## config.mk

```make
export PLATFORM = sky130hd
export DESIGN_NAME = adc_spi_responder
export DESIGN_NICKNAME = d
export VERILOG_FILES = /design/src/rtl/adc_spi_responder.sv
export SDC_FILE = /design/constraint.sdc
export NUM_CORES = 1
export LEC_CHECK = 0
export CAP_MARGIN = 10
export CORE_MARGIN = 2
export CORE_UTILIZATION = 25
export DETAILED_ROUTE_END_ITERATION = 8
export GPL_TIMING_DRIVEN = 0
export MAX_ROUTING_LAYER = met4
export SYNTH_ARGS = -nofsm -noshare
export SYNTH_HDL_FRONTEND = slang
export SYNTH_SLANG_ARGS = --single-unit
```

## constraint.sdc

```tcl
create_clock -name Clk -period 2.55 [get_ports Clk]
set_clock_uncertainty 0.05 [all_clocks]
set_input_delay 0.255 -clock Clk [delete_from_list [all_inputs] [get_ports Clk]]
set_output_delay 0.255 -clock Clk [all_outputs]
set_load 0.01 [all_outputs]
```

## src/rtl/adc_spi_responder.sv

```systemverilog
// adc_spi_responder
//
// Emulates the data side of a 12-bit, 8-channel serial ADC. A master selects
// the part with ADC_CS_N, clocks 16-bit frames with ADC_SCLK (idle high) and
// sends a channel address on ADC_DIN. Each frame shifts out
// {4'b0000, sample} MSB first for the channel addressed in the previous
// completed frame. The samples come from an 8x12 bank filled through a
// simple write port.
//
// Handshake / timing:
//   The serial pins are asynchronous to Clk. Each pin passes through a two-flop
//   synchronizer. SCLK edges are taken from the synchronized copy, so the master
//   must hold every SCLK phase for at least 4 Clk periods. ADC_DOUT changes
//   within 3 Clk cycles of an SCLK falling edge. The master samples it on the
//   next SCLK rising edge.
//
// Optional feature: define ADC_RESP_AUTO_INC_EN to make every completed frame
// add 1 (mod 4096) to the converted channel's bank entry. A write on the same
// cycle to the same entry wins over the increment.
//
// Ports:
//   Clk, Rst_n          system clock, asynchronous active-low reset
//   ADC_SCLK/CS_N/DIN   serial inputs from the master (asynchronous)
//   ADC_DOUT            serial data to the master
//   ADC_DOUT_OE         high while a frame is selected
//   Wr_En/Addr/Data     sample bank write port
//   Frame_Done          one-cycle pulse per completed 16-bit frame
//   Conv_Chan           channel whose sample the current frame carries
module adc_spi_responder (
  input  logic        Clk,
  input  logic        Rst_n,
  input  logic        ADC_SCLK,
  input  logic        ADC_CS_N,
  input  logic        ADC_DIN,
  output logic        ADC_DOUT,
  output logic        ADC_DOUT_OE,
  input  logic        Wr_En,
  input  logic [2:0]  Wr_Addr,
  input  logic [11:0] Wr_Data,
  output logic        Frame_Done,
  output logic [2:0]  Conv_Chan
);

  typedef enum logic [1:0] {
    ST_IDLE  = 2'd0,
    ST_LOAD  = 2'd1,
    ST_SHIFT = 2'd2
  } state_t;

  state_t      state;
  state_t      state_nxt;

  // Synchronizers. They reset to 1 because SCLK and CS_N idle high.
  logic        sclk_s1, sclk_s2, sclk_d;
  logic        cs_s1, cs_s2, cs_d;
  logic        din_s1, din_s2;

  // warm_cnt lets the CS_N synchronizer fill with the real pin value after
  // reset. cs_armed then requires that the master shows CS_N high before a fall
  // is accepted. As a result, a CS_N held low through reset cannot start a frame.
  logic [1:0]  warm_cnt;
  logic        cs_armed;

  logic [15:0] shift_sr;
  logic [3:0]  bit_cnt;
  logic [2:0]  addr_sr;
  logic [11:0] bank [8];

  logic        sclk_rise, sclk_fall, cs_fall;
  logic        load_en, shift_active, frame_end;
  logic [11:0] load_data, reload_data;

  assign sclk_rise = sclk_s2 & ~sclk_d;
  assign sclk_fall = ~sclk_s2 & sclk_d;
  assign cs_fall   = cs_armed & cs_d & ~cs_s2;
  assign frame_end = shift_active & sclk_rise & (bit_cnt == 4'd15);

  // Input synchronization and edge history
  always_ff @(posedge Clk or negedge Rst_n) begin
    if (!Rst_n) begin
      sclk_s1  <= 1'b1;
      sclk_s2  <= 1'b1;
      sclk_d   <= 1'b1;
      cs_s1    <= 1'b1;
      cs_s2    <= 1'b1;
      cs_d     <= 1'b1;
      din_s1   <= 1'b1;
      din_s2   <= 1'b1;
      warm_cnt <= 2'd0;
      cs_armed <= 1'b0;
    end else begin
      sclk_s1  <= ADC_SCLK;
      sclk_s2  <= sclk_s1;
      sclk_d   <= sclk_s2;
      cs_s1    <= ADC_CS_N;
      cs_s2    <= cs_s1;
      cs_d     <= cs_s2;
      din_s1   <= ADC_DIN;
      din_s2   <= din_s1;
      if (!warm_cnt[1]) warm_cnt <= warm_cnt + 2'd1;
      if (warm_cnt[1] && cs_s2) cs_armed <= 1'b1;
    end
  end

  // FSM: state register
  always_ff @(posedge Clk or negedge Rst_n) begin
    if (!Rst_n) state <= ST_IDLE;
    else        state <= state_nxt;
  end

  // FSM: next state
  always_comb begin
    state_nxt = state;
    case (state)
      ST_IDLE:  if (cs_fall) state_nxt = ST_LOAD;
      ST_LOAD:  state_nxt = ST_SHIFT;
      ST_SHIFT: if (cs_s2) state_nxt = ST_IDLE;
      default:  state_nxt = ST_IDLE;
    endcase
  end

  // FSM: outputs. The shift register is held at zero in IDLE. This keeps
  // DOUT at the correct leading zero during the LOAD cycle.
  always_comb begin
    load_en      = (state == ST_LOAD);
    shift_active = (state == ST_SHIFT) && !cs_s2;
    ADC_DOUT_OE  = (state != ST_IDLE);
    ADC_DOUT     = ADC_DOUT_OE & shift_sr[15];
  end

  // Bank read with write-through bypass. With auto-increment, the end-of-frame
  // reload also sees the value that the increment writes on the same edge.
  always_comb begin
    load_data = bank[Conv_Chan];
    if (Wr_En && (Wr_Addr == Conv_Chan)) load_data = Wr_Data;
    reload_data = bank[addr_sr];
`ifdef ADC_RESP_AUTO_INC_EN
    if (addr_sr == Conv_Chan) reload_data = bank[Conv_Chan] + 12'd1;
`endif
    if (Wr_En && (Wr_Addr == addr_sr)) reload_data = Wr_Data;
  end

  // Frame datapath
  always_ff @(posedge Clk or negedge Rst_n) begin
    if (!Rst_n) begin
      shift_sr   <= 16'd0;
      bit_cnt    <= 4'd0;
      addr_sr    <= 3'd0;
      Conv_Chan  <= 3'd0;
      Frame_Done <= 1'b0;
    end else begin
      Frame_Done <= frame_end;
      if (state == ST_IDLE) begin
        shift_sr <= 16'd0;
      end else if (load_en) begin
        shift_sr <= {4'b0000, load_data};
        bit_cnt  <= 4'd0;
        addr_sr  <= 3'd0;
      end else if (shift_active) begin
        if (sclk_rise) begin
          bit_cnt <= bit_cnt + 4'd1;  // wraps to 0 on the 16th edge
          // Rising edges 3..5 (count 2..4 before increment) carry ADD2..ADD0
          if ((bit_cnt >= 4'd2) && (bit_cnt <= 4'd4))
            addr_sr <= {addr_sr[1:0], din_s2};
          if (frame_end) begin
            Conv_Chan <= addr_sr;
            shift_sr  <= {4'b0000, reload_data};
          end
        end else if (sclk_fall && (bit_cnt != 4'd0)) begin
          // The first fall of a frame leaves bit 15 in place for rising edge 1
          shift_sr <= {shift_sr[14:0], 1'b0};
        end
      end
    end
  end

  // Sample bank. A write is placed after the increment, so it wins on a
  // collision.
  always_ff @(posedge Clk or negedge Rst_n) begin
    if (!Rst_n) begin
      for (int i = 0; i < 8; i++) bank[i] <= 12'd0;
    end else begin
`ifdef ADC_RESP_AUTO_INC_EN
      if (frame_end) bank[Conv_Chan] <= bank[Conv_Chan] + 12'd1;
`endif
      if (Wr_En) bank[Wr_Addr] <= Wr_Data;
    end
  end

endmodule
```

# Yosys cells after proc, flatten, opt, wreduce, memory -nomap -nowiden
# Index checks and enable logic that the tools add are counted.
[totals]
ff_bits = 136
n_memories = 0
rom_bits = 0
latch_bits = 0
mem_bits_rw = 0
[classes]
bitwise_logic = 15
shifts = 0
eq_ne = 8
addsub = 2
n_lt_le_gt_ge = 6
multipliers = 0
n_mux = 28
reduce_logical = 21
div_mod_pow = 0
[ops]
columns = ["operator", "count"]
rows = [
  ["$bwmux 96", 1],
  ["$mux 16", 6],
  ["$mux 12", 7],
  ["$bmux 12 s3", 2],
  ["$demux 12 s3", 1],
  ["$ge 4x4->1 const B", 3],
  ["$mux 3", 4],
  ["$mux 4", 3],
  ["$not 3->4", 3],
  ["$reduce_bool 2->1", 4],
  ["$reduce_bool 4->1", 2],
  ["$and 1x1->1", 7],
  ["$logic_and 1x1->1", 7],
  ["$eq 3x3->1", 2],
  ["$mux 2", 3],
  ["$pmux 2 s3", 1],
  ["$reduce_and 3->1", 2],
  ["$not 1->1", 5],
  ["$reduce_and 5->1", 1],
  ["$add 4x1->4 const B", 1],
  ["$eq 4x4->1 const B", 1],
  ["$ge 4x2->1 const B", 1],
  ["$le 4x3->1 const B", 1],
  ["$lt 4x1->1 const B", 1],
  ["other kinds (10)", 11],
]

# Longest topological paths before layout
[depth]
depth_word = 10
mapped_depth = 8

# Least setup slack after synthesis
# OpenSTA, ideal clock, no wires.
[synth_path]
path_kind = "register -> register"
start = "register bit_cnt[0]"
end = "register shift_sr[1]"
synth_period_minus_slack_ns = 1.942
stages_incl_launch_ff = 8
t_required_ns = 2.374
setup_slack_ns = 0.608
setup_time_ns = 0.126
arrival_ns = 1.766
n_path_buf = 0
path_cell_list = "dfrtp_1 -> inv_1 -> ha_1 -> nor2b_1 -> or4_1 -> nand2_4 -> a21oi_1 -> o32a_1"
[synth_between]
elab_chain_cells = 4
elab_cells_between_ends = 7
cone_classes = "eq/ne: 2; bitwise: 1; reduce/logical: 4"
[synth_rtl]
columns = ["item", "line", "source"]
rows = [
  ["from (decl)", "65", "logic [3:0] bit_cnt;"],
  ["from (signal assigned)", "161", "bit_cnt <= bit_cnt + 4'd1;"],
  ["$eq 4x4->1 / $reduce_bool 4->1 (equally long branches)", "76, 169", ""],
  ["$and 1x1->1 / $logic_and 1x1->1 (equally long branches)", "76, 169", ""],
  ["$ne 4x1->1 (no line) / $reduce_bool 4->1 (equally long branches)", "n/a", ""],
  ["$reduce_and 3->1 (no line) *", "n/a", ""],
  ["to (signal assigned)", "156", "shift_sr <= {4'b0000, load_data};"],
  ["to (signal assigned)", "167", "shift_sr <= {4'b0000, reload_data};"],
  ["to (signal assigned)", "171", "shift_sr <= {shift_sr[14:0], 1'b0};"],
  ["to (decl)", "64", "logic [15:0] shift_sr;"],
]
# Mark *: on every way between the ends. The rest lies on a longest branch, timed or not.
# A chain may end at the register's enable or synchronous reset.

# Final worst setup path
[layout_path]
start = "register state[1]"
end = "output port ADC_DOUT"
[layout_between]
elab_chain_cells = 2
[layout_rtl]
columns = ["item", "line", "source"]
rows = [
  ["from (decl)", "50", "state_t state;"],
  ["from (signal assigned)", "108", "else state <= state_nxt;"],
  ["$reduce_bool 2->1", "127", "ADC_DOUT_OE = (state != ST_IDLE);"],
  ["$and 1x1->1", "128", "ADC_DOUT = ADC_DOUT_OE & shift_sr[15];"],
  ["to (decl)", "35", "output logic ADC_DOUT,"],
]
# No other way between the ends.

==> metrics.md <==
| Metric | Value |
|---|---|
| Status | complete, no violations |
| Fin crit share | 92.77% |
| HP Class | in2reg |
| Leakage power | 0.003287 uW |
| Pin count of the biggest net entering global routing | 70 |
| 1st-pass router iterations | 5 |
| Clock Sink Count | 136 |
| Final non-filler cell area | 8469 um^2 |
| Final max-slew violation count | 0 |
| Dpl cell area | 7838 um^2 |
| Critical Path RT | 2250 ps |
| Compound-Gate Fraction of Synth Area | 6.232% |
| Ant. Diodes | 0 |
| CTS tree | done |
| Main synth FF type | dfrtp_1 |
| Worst endpoint data arrival time | 2060 ps |
| Commonest non-fill, non-tap cell in the layout | dfrtp_1 |
| CP Max Fanout | 9 |
| Area Growth Syn to Fin | 17.17% |
| Die height | 174.0 um |
| Layout cell share with drive strength beyond 1 | 38.35% |
| Initial DRC count | 447 |
| Ys Warns | 0 |
| Final Hold Fails | 0 |
| Power, Total | 6477 uW |
| Number of fillers in the final layout | 2,955 |
| Synth Area in Adders | 0.5193% |
| Post-route DRC | 0 |
| WS Path Type | reg2out |
| Register area share after synthesis | 47.22% |
| GRT Total Usage | 13.25% |
| Antenna violations before repair | 0 |
| Row cnt | 62 |
| Xor/xnor share of the synthesized area | 1.212% |
| Post-DP HPWL | 12.23 mm |
| P per Cell Area | 764.8 nW/um^2 |
| Hold buffers post-CTS | 1 |
| Post-synth EDFFs | 0 |
| Actual slew at the worst max-slew pin | 1055 ps |
| CORE AREA | 28,550 um^2 |
| Post-synth ARST share | 100.0% |
| Gpl congestion | 0.8806 |
| Crit start category | register |
| Final period demand of the worst path | 2366 ps |
| Flops & latches, synth | 136 |
| CTS Buffer Depth | 2 |
| Clock transition at path regs | 60 ps |
| Fmax | 422.7 MHz |
| Setup Viol. Count Final | 0 |
| WL/cell | 19.50 um |
| # Post-CTS Setup Buffers | 0 |
| Synth Cell Area | 7228 um^2 |
| Io pins | 27 |
| Synth Instances | 527 |
| Largest family of logic cells by synthesized area | multiplexers |
| Max Cap Viol | 0 |
| Resized cells post-CTS | 0 |
| Clk Latency, worst-skew pair | 430 ps |
| Post-synthesis mux area share | 35.55% |
| Vias per Instance | 4.908 |
| Placed insts | 922 |
| Port bufs | 10 |
| # H-tree levels | 4 |
| Worst hold slack | 179.5 ps |
| Root Buffer | clkbuf_16 |
| Nature of the critical path endpoint | output port |
| Maximum vdd ir drop | 0.4681 mV |
| Die W | 174.0 um |
| Finished Layout Cells | 955 |
| Synthesized net count | 551 |
| Starting Density | 25.32% |
| Vias in the first global route | 4,904 |
| Simple-Gate Fraction of Synth Area | 5.003% |
| Num CTS Buffers | 17 |
| First-pass GRT wire length | 29.54 mm |
| Synth unique cells | 48 |
| Final net count | 582 |
| ANT nets after route | 0 |
| Rel. slew slack | 29.67% |
| Overflow after GRT | 0 |
| Via Count | 4,687 |
| Unrepaired setup endpoints after global routing | false |
| Total wire length | 18.62 mm |
| Most frequent cells in the layout | 128 x dfrtp_1, 103 x mux2_2, 39 x mux4_2 |
| Mapped Avg Cell Area | 13.72 um^2 |
| Die ar. | 30,290 um^2 |
-- final cells by class --
type	count	area (um^2)	area share, %
plain buffers	54	289.0	3.413
clock inverters	11	161.4	1.906
well taps	384	480.5	5.673
clock buffers	21	460.4	5.437
flip-flops and latches	136	3413	40.30
repair buffers	12	138.9	1.640
multi-input cells	332	3507	41.41
inverters	5	18.77	0.2216
-- logic make-up (layout without fill, tap and decap cells) --
kind of cell	Yosys count	in the layout
flip-flops	136	136
multiplexers	180	180
AO/OA/AOI/OAI	71	71
AND/OR/NAND/NOR	68	68
adder cells (fa/ha/maj)	3	3
XOR/XNOR	10	10
buffers and inverters	59	103
-- through the flow --
stage	worst slack, ps	utilization (%)	setup TNS [ps]
global placement	-4447	27.35	-589590
CTS	177.1	29.67	0
detailed placement	160.7	27.45	0
floorplan	607.8	-	0
finish	184.4	29.67	0
global route	95.66	29.67	0
-- worst paths after layout --
| kind | start | endpoint | slack, ps | cells past startpoint |
|---|---|---|---|---|
| hold reg to reg | cs_s1 | cs_s2 | 300 | 0 |
| min in group asynchronous | Rst_n | bit_cnt[0] | 360 | 2 |
| max in group asynchronous | Rst_n | cs_s1 | 1320 | 3 |
| hold / removal | Wr_Data[9] | bank[93] | 180 | 2 |
| setup / recovery | state[1] | ADC_DOUT | 180 | 4 |
| setup reg to reg | addr_sr[1] | shift_sr[0] | 280 | 8 |
-- routing by layer --
metal  GRT usage (%)  share of wire [%]  routed length [um]
met5               -                  0                   0
met4           5.602                3.1                 568
met3           2.931                4.5                 833
met2           19.74                 46                8643
met1           17.43                 46                8575
-- Yosys cell counts, types with 3 or more instances --
cell | number | area [um^2]
a21oi_1 | 29 | 145.1
buf_1 | 10 | 37.54
buf_2 | 18 | 90.09
buf_4 | 3 | 22.52
buf_6 | 5 | 56.30
clkbuf_1 | 16 | 60.06
dfrtp_1 | 128 | 3203
dfstp_2 | 8 | 210.2
ha_1 | 3 | 37.54
inv_1 | 5 | 18.77
mux2_2 | 103 | 1160
mux2i_1 | 28 | 280.3
mux4_1 | 9 | 236.5
mux4_2 | 39 | 878.3
nand2_1 | 19 | 71.32
nand2b_1 | 3 | 18.77
nand3_1 | 8 | 40.04
nand4_1 | 7 | 43.79
nand4b_1 | 4 | 35.03
nor2_1 | 9 | 33.78
nor3_1 | 5 | 25.02
o211ai_1 | 4 | 30.03
o21ai_0 | 20 | 100.1
o221a_2 | 3 | 33.78
o32a_1 | 6 | 60.06
xnor2_1 | 9 | 78.83
-- report_power, final --
group / internal [uW] / total, uW / switching, uW
clock network: 1610 / 2620 / 1010
registers: 2550 / 2830 / 279
logic: 626 / 1030 / 405
-- registers in the layout (all words and copies together), names as in the netlist, 2 cells and up --
signal     flops
addr_sr        3
Conv_Chan      3
shift_sr      16
bit_cnt        4
state          2
warm_cnt       2
bank          96
-- worst max-delay path, cell delays in order, from the launching register on --
cell,delay [ps]
dfrtp_1,360
clkbuf_1,240
or2_2,390
and2_1,170
clkdlybuf4s50_1,470
Power figures use the tool's default switching activity.
